===== src/rtl/time_display_scan.sv =====
// Scans the h/m/s snapshot onto a 6-digit common-anode 7-segment display and blinks the adjusted field.
// Optional: define LEADING_ZERO_BLANK_EN to blank the hour tens digit when hour < 10.
module time_display_scan #(
    parameter int SCAN_DIV  = 50000,
    parameter int BLINK_DIV = 12500000
) (
    input  logic       clk,
    input  logic       rst_n,
    input  logic       en,
    input  logic [4:0] hour,
    input  logic [5:0] minute,
    input  logic [5:0] second,
    input  logic [1:0] adj_sel,
    output logic [5:0] an_n,
    output logic [6:0] seg_n
);
    localparam int SW = (SCAN_DIV > 1) ? $clog2(SCAN_DIV) : 1;
    localparam int BW = (BLINK_DIV > 1) ? $clog2(BLINK_DIV) : 1;
    localparam logic [6:0] SEG_DASH = 7'b0111111;

    logic [SW-1:0] scan_cnt_reg;
    logic [2:0]    idx_reg;
    logic [BW-1:0] blink_cnt_reg;
    logic          blink_ph_reg;
    logic [4:0]    snap_h_reg;
    logic [5:0]    snap_m_reg;
    logic [5:0]    snap_s_reg;
    logic [5:0]    an_n_reg, an_n_next;
    logic [6:0]    seg_n_reg, seg_n_next;

    logic          scan_last;
    logic          blink_last;
    logic [5:0]    field_val [3];
    logic [5:0]    field_tens [3];
    logic [5:0]    field_ones [3];
    logic          field_bad [3];
    logic [1:0]    fsel;
    logic [5:0]    digit;
    logic          dash;
    logic          blink_blank;
    logic          lz_blank;

    assign scan_last  = (scan_cnt_reg == SW'(SCAN_DIV - 1));
    assign blink_last = (blink_cnt_reg == BW'(BLINK_DIV - 1));

    assign field_val[0] = snap_s_reg;
    assign field_val[1] = snap_m_reg;
    assign field_val[2] = {1'b0, snap_h_reg};

    generate
        for (genvar gi = 0; gi < 3; gi++) begin : g_conv
            assign field_tens[gi] = field_val[gi] / 6'd10;
            assign field_ones[gi] = field_val[gi] % 6'd10;
            assign field_bad[gi]  = field_val[gi] > ((gi == 2) ? 6'd23 : 6'd59);
        end
    endgenerate

    function automatic logic [6:0] font(input logic [5:0] d);
        case (d)
            6'd0:    font = 7'b1000000;
            6'd1:    font = 7'b1111001;
            6'd2:    font = 7'b0100100;
            6'd3:    font = 7'b0110000;
            6'd4:    font = 7'b0011001;
            6'd5:    font = 7'b0010010;
            6'd6:    font = 7'b0000010;
            6'd7:    font = 7'b1111000;
            6'd8:    font = 7'b0000000;
            6'd9:    font = 7'b0010000;
            default: font = SEG_DASH;
        endcase
    endfunction

    // Digit pairs map to fields: idx[2:1] selects second/minute/hour, idx[0] selects tens.
    assign fsel = idx_reg[2:1];

    always_comb begin
        digit = 6'd0;
        dash  = 1'b0;
        case (fsel)
            2'd0: begin
                digit = idx_reg[0] ? field_tens[0] : field_ones[0];
                dash  = field_bad[0];
            end
            2'd1: begin
                digit = idx_reg[0] ? field_tens[1] : field_ones[1];
                dash  = field_bad[1];
            end
            default: begin
                digit = idx_reg[0] ? field_tens[2] : field_ones[2];
                dash  = field_bad[2];
            end
        endcase
    end

    // adj_sel 01/10/11 name hour/minute/second, i.e. fsel 2/1/0.
    assign blink_blank = blink_ph_reg && (adj_sel != 2'd0) && ((2'd3 - adj_sel) == fsel);

`ifdef LEADING_ZERO_BLANK_EN
    assign lz_blank = (idx_reg == 3'd5) && (snap_h_reg < 5'd10);
`else
    assign lz_blank = 1'b0;
`endif

    always_comb begin
        an_n_next  = 6'h3F;
        seg_n_next = 7'h7F;
        if (en) begin
            seg_n_next = dash ? SEG_DASH : font(digit);
            if ((scan_cnt_reg != '0) && !blink_blank && !lz_blank) begin
                an_n_next = ~(6'd1 << idx_reg);
            end
        end
    end

    always_ff @(posedge clk) begin
        if (!rst_n) begin
            scan_cnt_reg  <= '0;
            idx_reg       <= 3'd0;
            blink_cnt_reg <= '0;
            blink_ph_reg  <= 1'b0;
            snap_h_reg    <= 5'd0;
            snap_m_reg    <= 6'd0;
            snap_s_reg    <= 6'd0;
            an_n_reg      <= 6'h3F;
            seg_n_reg     <= 7'h7F;
        end else begin
            scan_cnt_reg <= scan_last ? '0 : scan_cnt_reg + SW'(1);
            if (scan_last) begin
                idx_reg <= (idx_reg == 3'd5) ? 3'd0 : idx_reg + 3'd1;
            end
            // Capture on the same edge idx wraps, so the whole next frame sees one snapshot.
            if (scan_last && idx_reg == 3'd5) begin
                snap_h_reg <= hour;
                snap_m_reg <= minute;
                snap_s_reg <= second;
            end
            if (blink_last) begin
                blink_cnt_reg <= '0;
                blink_ph_reg  <= ~blink_ph_reg;
            end else begin
                blink_cnt_reg <= blink_cnt_reg + BW'(1);
            end
            an_n_reg  <= an_n_next;
            seg_n_reg <= seg_n_next;
        end
    end

    assign an_n  = an_n_reg;
    assign seg_n = seg_n_reg;
endmodule


===== config.mk =====
export PLATFORM = sky130hd
export DESIGN_NAME = time_display_scan
export DESIGN_NICKNAME = d
export VERILOG_FILES = /design/src/rtl/time_display_scan.sv
export SDC_FILE = /design/constraint.sdc
export NUM_CORES = 1
export LEC_CHECK = 0
export ABC_AREA = 1
export CAP_MARGIN = 20
export CELL_PAD_IN_SITES_DETAIL_PLACEMENT = 0
export CELL_PAD_IN_SITES_GLOBAL_PLACEMENT = 1
export CORE_ASPECT_RATIO = 1.5
export CORE_MARGIN = 10
export CORE_UTILIZATION = 44
export CTS_BUF_LIST = sky130_fd_sc_hd__clkbuf_2 sky130_fd_sc_hd__clkbuf_4 sky130_fd_sc_hd__clkbuf_8
export DETAILED_ROUTE_END_ITERATION = 10
export PLACE_DENSITY_LB_ADDON = 0.15
export SLEW_MARGIN = 10
export SYNTH_ARGS = -nofsm -noshare
export SYNTH_HDL_FRONTEND = slang
export SYNTH_SLANG_ARGS = --single-unit

===== constraint.sdc =====
create_clock -name clk -period 2.8 [get_ports clk]
set_input_delay 0.56 -clock clk [delete_from_list [all_inputs] [get_ports clk]]
set_output_delay 0.56 -clock clk [all_outputs]
set_load 0.05 [all_outputs]

Word level (Yosys, flattened, before mapping) --
Memory sizes are Yosys's and may differ from the RTL's. Index checks and enable logic that the tools add are counted. Widths: inputs -> output; s select.
Cells by class: $add $sub $neg 4, div/mod/pow operators 6, magnitude comparators 3, equal/unequal tests 5, shift-type cells 1, mux-type cells 8, bitwise operators 5, reduce and logical (&&, ||, !) cells 14
Operator list (number):
- $add 24x1->24 const B | 1
- $eq 24x24->1 const B | 1
- $mux 6 | 3
- $add 16x1->16 const B | 1
- $eq 16x16->1 const B | 1
- $reduce_bool 16->1 | 1
- $mux 7 | 2
- $div 6x4->6 const B | 2
- $gt 6x6->1 const B | 2
- $mod 6x4->6 const B | 2
- $pmux 6 s2 | 1
- $div 5x4->6 const B | 1
- $mod 5x4->6 const B | 1
- $not 6->6 | 1
- $shl 1x3->6 const A | 1
- $gt 5x5->1 const B | 1
- $logic_and 1x1->1 | 4
- $logic_not 2->1 | 2
- $not 1->1 | 4
- $reduce_or 2->1 | 2
- $reduce_or 4->1 | 1
- $add 3x1->3 const B | 1
- $eq 3x3->1 const B | 1
- $mux 3 | 1
- 8 further kinds | 8
Word-level totals: register bits 74, ROM bits 112, bits of input ports 22, output and inout port bits 13, word-level logic and storage cells 57, memories 1
Memory list:
- (name not given) | words 16, bits a word 7, read ports 1, clocked after memory_dff 0, write ports 0, RTL line 59 | case (d)

Longest topological paths before layout --
Gate-level depths: netlist of the first run.
word-level depth 6, gate-level depth with buffers 21, depth with buffers taken out 21

Least setup slack after synthesis of the first run --
Ideal clock, no wire load.
kind register to register, start register snap_m_reg[4], end register seg_n_reg[3], in the netlist seg_n[3], arrival time 2.256 ns, setup slack 0.422 ns, cell stages (with the launch flop) 20, cells stage by stage dfxtp_1 > inv_1 > ha_1 > inv_1 > nand2_1 > nand2_2 > clkinv_2 > nand2_4 > nand3_1 > nand2_4 > inv_2 > nand2_4 > nand4_1 > nand3_1 > nand3_1 > inv_1 > ha_1 > nand3b_1 > nand3_1 > nand3_1
Between the ends: word-level cells in the longest chain between the ends 6, elaborated cells between the ends (all ways) 10
Ends and longest elaborated chain:
- start: declaration | RTL line 26 | logic [5:0] snap_m_reg;
- start signal: assignment | RTL line 135 | snap_m_reg <= minute;
- branches (longest 6 deep; another with $mem_v2 16x7)
- end signal: assignment | RTL line 145 | seg_n_reg <= seg_n_next;
- end: declaration | RTL line 29 | logic [6:0] seg_n_reg, seg_n_next;
Parallel ways; which one is timed is not known. A chain may end at the register's enable or synchronous reset.

Final worst setup path of the first run --
Ends and elaborated chain as after synthesis.

==> results of run 1 <==
-- what timing repair did --
item | CTS | global route
endpoints found under the setup margin | 0 | 2
setup buffers | 0 | 0
resized for setup | 0 | 4
-- through the flow --
stage | total power [µW] | instance area, µm²
2_1_floorplan | 1160 | 4160
6_report | 2070 | 4890
4_1_cts | 2100 | 4870
3_5_place_dp | 1220 | 4660
3_3_place_gp | 1220 | 4660
5_1_grt | 2160 | 4890
-- routing by layer --
layer	track usage	up-vias
met1	0.166	1725
met3	0.0274	12
met4	0.0643	0
met2	0.244	57
met5	0	-
li1	-	2005
-- worst max-delay path: stages, from the launching register on --
cell	delay, ns
dfxtp_1	0.34
inv_1	0.09
ha_1	0.27
inv_1	0.05
nand2_1	0.05
nand2_2	0.10
clkinv_2	0.08
nand2_4	0.09
nand3_1	0.11
nand2_4	0.12
inv_2	0.05
nand2_4	0.08
nand4_1	0.08
nand3_1	0.12
nand3_2	0.13
inv_2	0.11
ha_1	0.22
nand3b_1	0.17
nand3_1	0.10
nand3_1	0.06
-- cells in the final DEF (no fill, tap or decap), drive strengths merged, types with 5 or more instances in the layout --
cell	n
clkdlybuf4s50	34
clkbuf	11
dfxtp	74
nand2	112
a21oi	33
nor3	22
xor2	5
o21ai	26
nor2	62
nand3	46
nand3b	5
inv	91
ha	17
nor4	12
a211oi	18
buf	9
nor3b	5
nand4	14
-- Yosys cell counts, drive strengths merged, types with 9 or more instances --
library cell,instances,area (µm²)
nand2,112,500
inv,90,338
dfxtp,74,1480
nor2,62,243
nand3,46,270
a21oi,33,176
o21ai,26,138
nor3,22,130
a211oi,18,135
ha,17,213
nand4,14,87.6
nor4,12,81.3
clkbuf,9,36.3
-- final cells by class --
cell class,count,area (µm²)
Fill cell,933,4370
Multi-Input combinational cell,403,2300
Sequential cell,74,1480
Timing Repair Buffer,43,408
Inverter,92,347
Clock buffer,11,151
Tap cell,112,140
Clock inverter,5,60.1
-- worst min-delay path by stage --
stage / end / startpoint / slack (ns)
after floorplan: blink_cnt_reg[0] / blink_cnt_reg[0] / 0.41
after global placement: blink_cnt_reg[0] / blink_cnt_reg[0] / 0.43
after detailed placement: blink_cnt_reg[0] / blink_cnt_reg[0] / 0.44
after CTS: blink_cnt_reg[0] / blink_cnt_reg[0] / 0.46
after global routing: blink_cnt_reg[0] / blink_cnt_reg[0] / 0.48
final: blink_cnt_reg[0] / blink_cnt_reg[0] / 0.45
-- power groups by stage --
stage / Clock, µW / Combinational [µW] / Sequential [µW]
finish: 881 / 119 / 1070
global route: 955 / 132 / 1070
CTS: 911 / 121 / 1070
detailed placement: 0 / 121 / 1100
global placement: 0 / 120 / 1100
floorplan: 0 / 38.7 / 1120
-- logic make-up (layout without fill, tap and decap cells) --
logic type / count (synthesis) / after routing
AND/OR/NAND/NOR: 286 / 286
buffers and inverters: 103 / 151
XOR/XNOR: 9 / 9
AO/OA/AOI/OAI: 91 / 91
adder cells (fa/ha/maj): 17 / 17
flip-flops: 74 / 74
==> parameters.txt, run 1 <==
Parameter                              Value

Outcome
  Outcome    complete, no violations

Pwr
  PwrDens    approximately 420 nW/µm²
  Total internal power    1580 µW
  Sw Share    0.236
  Sequential group share of total power    0.517
  Comb pwr share    0.058
  Clock Power Share    0.425
  Standby leakage power    about 0.002 µW
  Worst supply voltage drop on vdd    just over 0.4 mV
  Switching power    around 490 µW

Route
  Avg WL per Cell    around 13 µm
  Via density per instance    5.13
  DRC viols    0
  Total via count after detailed routing    between 3000 and 4000
  Total met3 wirelength after detailed routing    354 µm
  Met2 routed wirelength    ~5000 µm
  Final wirelength    9720 µm
  Number of routed nets with antenna violations    0
  DR pass1 iterations    6
  Highest metal layer with signal wires    met4
  WL met1    4220 µm
  1st-iter DRT viols    between 150 and 200

Job
  Total of max-cap violations    0

CTS
  Clock buffer count from CTS    9
  Hold-fix buffers, CTS    0
  CTS tree    yes
  Total number of clock tree sinks    74
  CTS clock-pin slew for the worst setup and hold paths    approximately 0.070 ns
  CTS root buf    clkbuf_8
  Skew-Pair Late Insertion Delay    0.36 ns
  H-tree depth reported by CTS    3
  Deepest clock path buffer count    2

Timing
  Total Negative Setup Slacks    0 ns
  Final worst path period need    2.53 ns
  Setup violation total in the final timing report    0
  Worst hold-check slack    0.451 ns
  Max Freq    395 MHz
  Relative max-transition margin    0.637
  Fin crit share    0.905
  Clock tree skew after final layout    0.0139 ns
  Final worst-path setup slack    between 0.2 and 0.3 ns
  Final Max Tran Viols    0
  Number of hold violations in the final report    0
  Slew at the pin with the worst max-slew slack    0.539 ns

Yosys
  Area fraction in compound gates after synthesis    0.133
  Mean post-synth cell area    7.17 µm²
  Post-synthesis adder-cell area fraction    0.0512
  Mapped cell area    4160 µm²
  Post-Synthesis Net Count    619
  Synth Warn #    0
  Synth Area in Simple Gates    0.346
  Flops & latches, synth    74
  Share of flip-flops with an asynchronous set or reset    0
  Post-synthesis cell type count    45
  Dominant combinational cell family by area after synthesis    simple AND/OR/NAND/NOR gates
  Proportion of synthesized area in mux cells    0
  Sequential share of the synthesized area    0.356
  Share of the synthesized netlist area taken by xor and xnor gates    0.0190
  Primary flip-flop cell chosen by synthesis mapping    dfxtp_1
  EDFF count, synth    0
  Mapped Cells    580

Layout
  Final-stage net count    662
  Layout-stage area growth over the synthesis result    17.5%
  Antenna diode count    0
  Final Core Density    0.528
  Max reg flops    24
  Fraction of final layout cells with drive strength greater than 1    0.121
  Non-filler cells, final    740

Global route
  Global-route wire length before repair    16700 µm
  Total global-route track usage    0.143
  Antenna violations before repair    0
  Remaining global-route overflow    0
  Largest net degree at the start of global routing    35
  Number of global-route vias before repair    3699

Placed design
  Final weighted congestion in routability-driven placement    0.892
  Number of port buffers    34
  Cell Count Post-Placement    724
  Setup WS pre-CTS    0.185 ns
  HPWL after DPL    7590 µm

Hold path
  Worst min-delay path class    reg2reg
  Hold Path Cell Cnt    1

Setup path
  Arrival time of the worst setup path    around 2.8 ns
  Critical path start-end classification    reg2reg
  Crit start category    flop
  Reg2reg setup slack    0.27 ns
  Worst setup path endpoint    seg_n[3]
  Start point of the critical path    snap_m_reg[4]
  Critical path endpoint category    flop
  Worst-path maximum fanout    5
  End of the worst register-to-register path    seg_n[3]
  Startpoint of the worst-slack reg-to-reg timing path    snap_m_reg[4]
  Number of cell instances on the worst register-to-register path    19
  Data required time at the worst endpoint    3.04 ns

Floorplan
  Area enclosed by the die boundary    around 14000 µm²
  Standard-cell rows    43
  Initial Utilization    0.449
  Area of the core region    approximately 9000 µm²
  IO Count    35
  Height of the chip    139 µm
  Die width    ~100 µm
Note: power is estimated with default switching activity, not from simulation.
==> run 2: changes to the inputs <==
--- a/config.mk
+++ b/config.mk
@@ -9,7 +9,7 @@
 export CAP_MARGIN = 20
 export CELL_PAD_IN_SITES_DETAIL_PLACEMENT = 0
 export CELL_PAD_IN_SITES_GLOBAL_PLACEMENT = 1
-export CORE_ASPECT_RATIO = 1.5
+export CORE_ASPECT_RATIO = 2
 export CORE_MARGIN = 10
 export CORE_UTILIZATION = 44
 export CTS_BUF_LIST = sky130_fd_sc_hd__clkbuf_2 sky130_fd_sc_hd__clkbuf_4 sky130_fd_sc_hd__clkbuf_8
==> constraint.sdc (replaced) <==
create_clock -name clk -period 2.4 [get_ports clk]
set_input_delay 0.48 -clock clk [delete_from_list [all_inputs] [get_ports clk]]
set_output_delay 0.48 -clock clk [all_outputs]
set_load 0.05 [all_outputs]
==> run 2 against run 1 <==
  * Maximum frequency rose by 6.5%
  * Hold slack got worse by 0.0052 ns
  * Sequential power rose by 17%
  * Utilization increased by 4.4 points
  * Clock-buffer cell count decreased by 1
  * Non-clock buffer count rose by 31
  * Largest cell class unchanged
  * Routed wire length up 17%
  * Global-route usage grew 2.3 points
==> parameters.txt, run 2 (synthesis gave the netlist of run 1 again) <==
Parameter                              Value

Floorplan
  Initial Utilization    0.446
  Area enclosed by the die boundary    14000 µm²
  IO Count    35
  Standard-cell rows    50
  Height of the chip    157 µm
  Die width    approximately 90 µm
  Area of the core region    roughly 9300 µm²

Layout
  Max reg flops    24
  Most frequent cells in the layout    nand2_1, inv_1, dfxtp_1
  Fraction of final layout cells with drive strength greater than 1    0.211
  Antenna diode count    0
  Most common cell after layout, fill and taps aside    nand2_1
  Non-filler cells, final    between 700 and 800
  Layout-stage area growth over the synthesis result    28.2%
  Final-stage net count    693
  Fillers    884

Setup path
  Reg2reg setup slack    0.02 ns
  Ordered cell list for the critical path    inv_2, ha_4, inv_2, nand2_2, nand2_4, clkinv_4, nand2_8, nand2_4, nand2_4, nand2_4, inv_4, nand2_4, buf_12, nand3_4, o21ai_4, inv_4, ha_4, nand3b_1, inv_1, nand2_1, nand3_1
  Crit start category    flop
  Top delay family on crit path    simple AND/OR/NAND/NOR gates
  Slowest stage cell, crit path    dfxtp_2
  Critical path endpoint category    flop
  CP Buf/Inv Count    7
  Worst-path maximum fanout    4
  Data required time at the worst endpoint    roughly 2.7 ns
  Arrival time of the worst setup path    2.64 ns
  Critical path start-end classification    reg2reg
  Library cell appearing most often on the critical path    nand2_4
  Slowest Stage Delay on Critical Path    0.35 ns

Timing
  Max Freq    420 MHz
  Setup violation total in the final timing report    0
  Slew at the pin with the worst max-slew slack    roughly 0.51 ns
  Relative max-transition margin    0.661
  Final Max Tran Viols    0
  Number of hold violations in the final report    0
  Fin crit share    0.992
  Clock tree skew after final layout    0.0146 ns
  Total Negative Setup Slacks    0 ns
  Worst hold-check slack    between 0.4 and 0.5 ns
  RSZ-0062 raised after global routing    yes
  Final worst path period need    2.38 ns

Pwr
  Worst supply voltage drop on vdd    0.331 mV
  Standby leakage power    0.00219 µW
  PwrDens    about 430 nW/µm²
  Total power    roughly 2300 µW

CTS
  CTS tree    yes
  CTS clock-pin slew for the worst setup and hold paths    around 0.09 ns
  CTS root buf    clkbuf_8
  Total number of clock tree sinks    74
  Hold-fix buffers, CTS    0
  Skew-Pair Late Insertion Delay    roughly 0.37 ns
  H-tree depth reported by CTS    3
  Deepest clock path buffer count    2
  Clock buffer count from CTS    9

Global route
  Remaining global-route overflow    0
  Global-route wire length before repair    18200 µm
  Antenna violations before repair    0
  Total global-route track usage    0.166
  Number of global-route vias before repair    ~4000
  Largest net degree at the start of global routing    35

Route
  Number of routed nets with antenna violations    0
  1st-iter DRT viols    163
  Avg WL per Cell    14.9 µm
  Total via count after detailed routing    just over 4000
  DRC viols    0
  DR pass1 iterations    6
  Final wirelength    11400 µm
  Via density per instance    around 5.3

Hold path
  Worst min-delay path class    reg2reg

Outcome
  Outcome    complete, no violations

Placed design
  Number of port buffers    34
  HPWL after DPL    8800 µm
  Final weighted congestion in routability-driven placement    0.909
  Cell Count Post-Placement    around 740

Job
  Total of max-cap violations    0
-- run 2: final timing paths --
kind,from,endpoint,cells after the start
max,snap_m_reg[4],seg_n[1],21
min,blink_cnt_reg[0],blink_cnt_reg[0],1
max reg2reg,snap_m_reg[4],seg_n[1],21
min reg2reg,blink_cnt_reg[0],blink_cnt_reg[0],1
-- run 2: timing repair --
action	CTS	global route
setup buffers	0	12
cloned	0	0
gates resized for setup	9	47
endpoints found under the setup margin	6	9
hold endpoints to repair	0	0
pin swaps	4	21
-- run 2: routing by layer --
metal / GRT usage / part of all wire / vias to the layer above
met2: 0.315 / 0.56 / 81
met1: 0.148 / 0.36 / 1856
li1: - / - / 2064
met5: 0 / 0 / -
met3: 0.0357 / 0.026 / 42
met4: 0.105 / 0.050 / 0
-- run 2: per-stage QoR --
| step | cell area [µm²] | worst slack [ns] | utilization |
|---|---|---|---|
| 2_1_floorplan | 4160 | 0.0223 | - |
| 3_3_place_gp | 4800 | -0.00808 | 0.515 |
| 3_5_place_dp | 4800 | -0.0535 | 0.515 |
| 4_1_cts | 5010 | 0.0131 | 0.538 |
| 5_1_grt | 5330 | -0.104 | 0.572 |
| 6_report | 5330 | 0.0202 | 0.572 |
-- run 2: worst register-to-register path: cells and delay by family, from the launching register on --
family,cells,cell delay (ns)
AND/OR/NAND/NOR,11,0.83
adder cells (fa/ha/maj),2,0.52
buffers and inverters,7,0.43
flip-flops,1,0.35
AO/OA/AOI/OAI,1,0.17
-- run 2: cell type report --
type | count | area [µm²] | share of cell area
sequential | 74 | 1490 | 0.279
clock inverter | 6 | 43.8 | 0.00822
clock buffer | 10 | 131 | 0.0247
inverter | 92 | 360 | 0.0676
tap | 104 | 130 | 0.0244
timing repair buffer | 74 | 673 | 0.126
multi-input combinational | 403 | 2500 | 0.470
-- run 2: where the power goes --
group          switching [µW]  internal (µW)  total, µW
Clock                     489            388        877
Sequential               9.46           1240       1250
Combinational            77.7           69.2        147
Total                     576           1700       2280
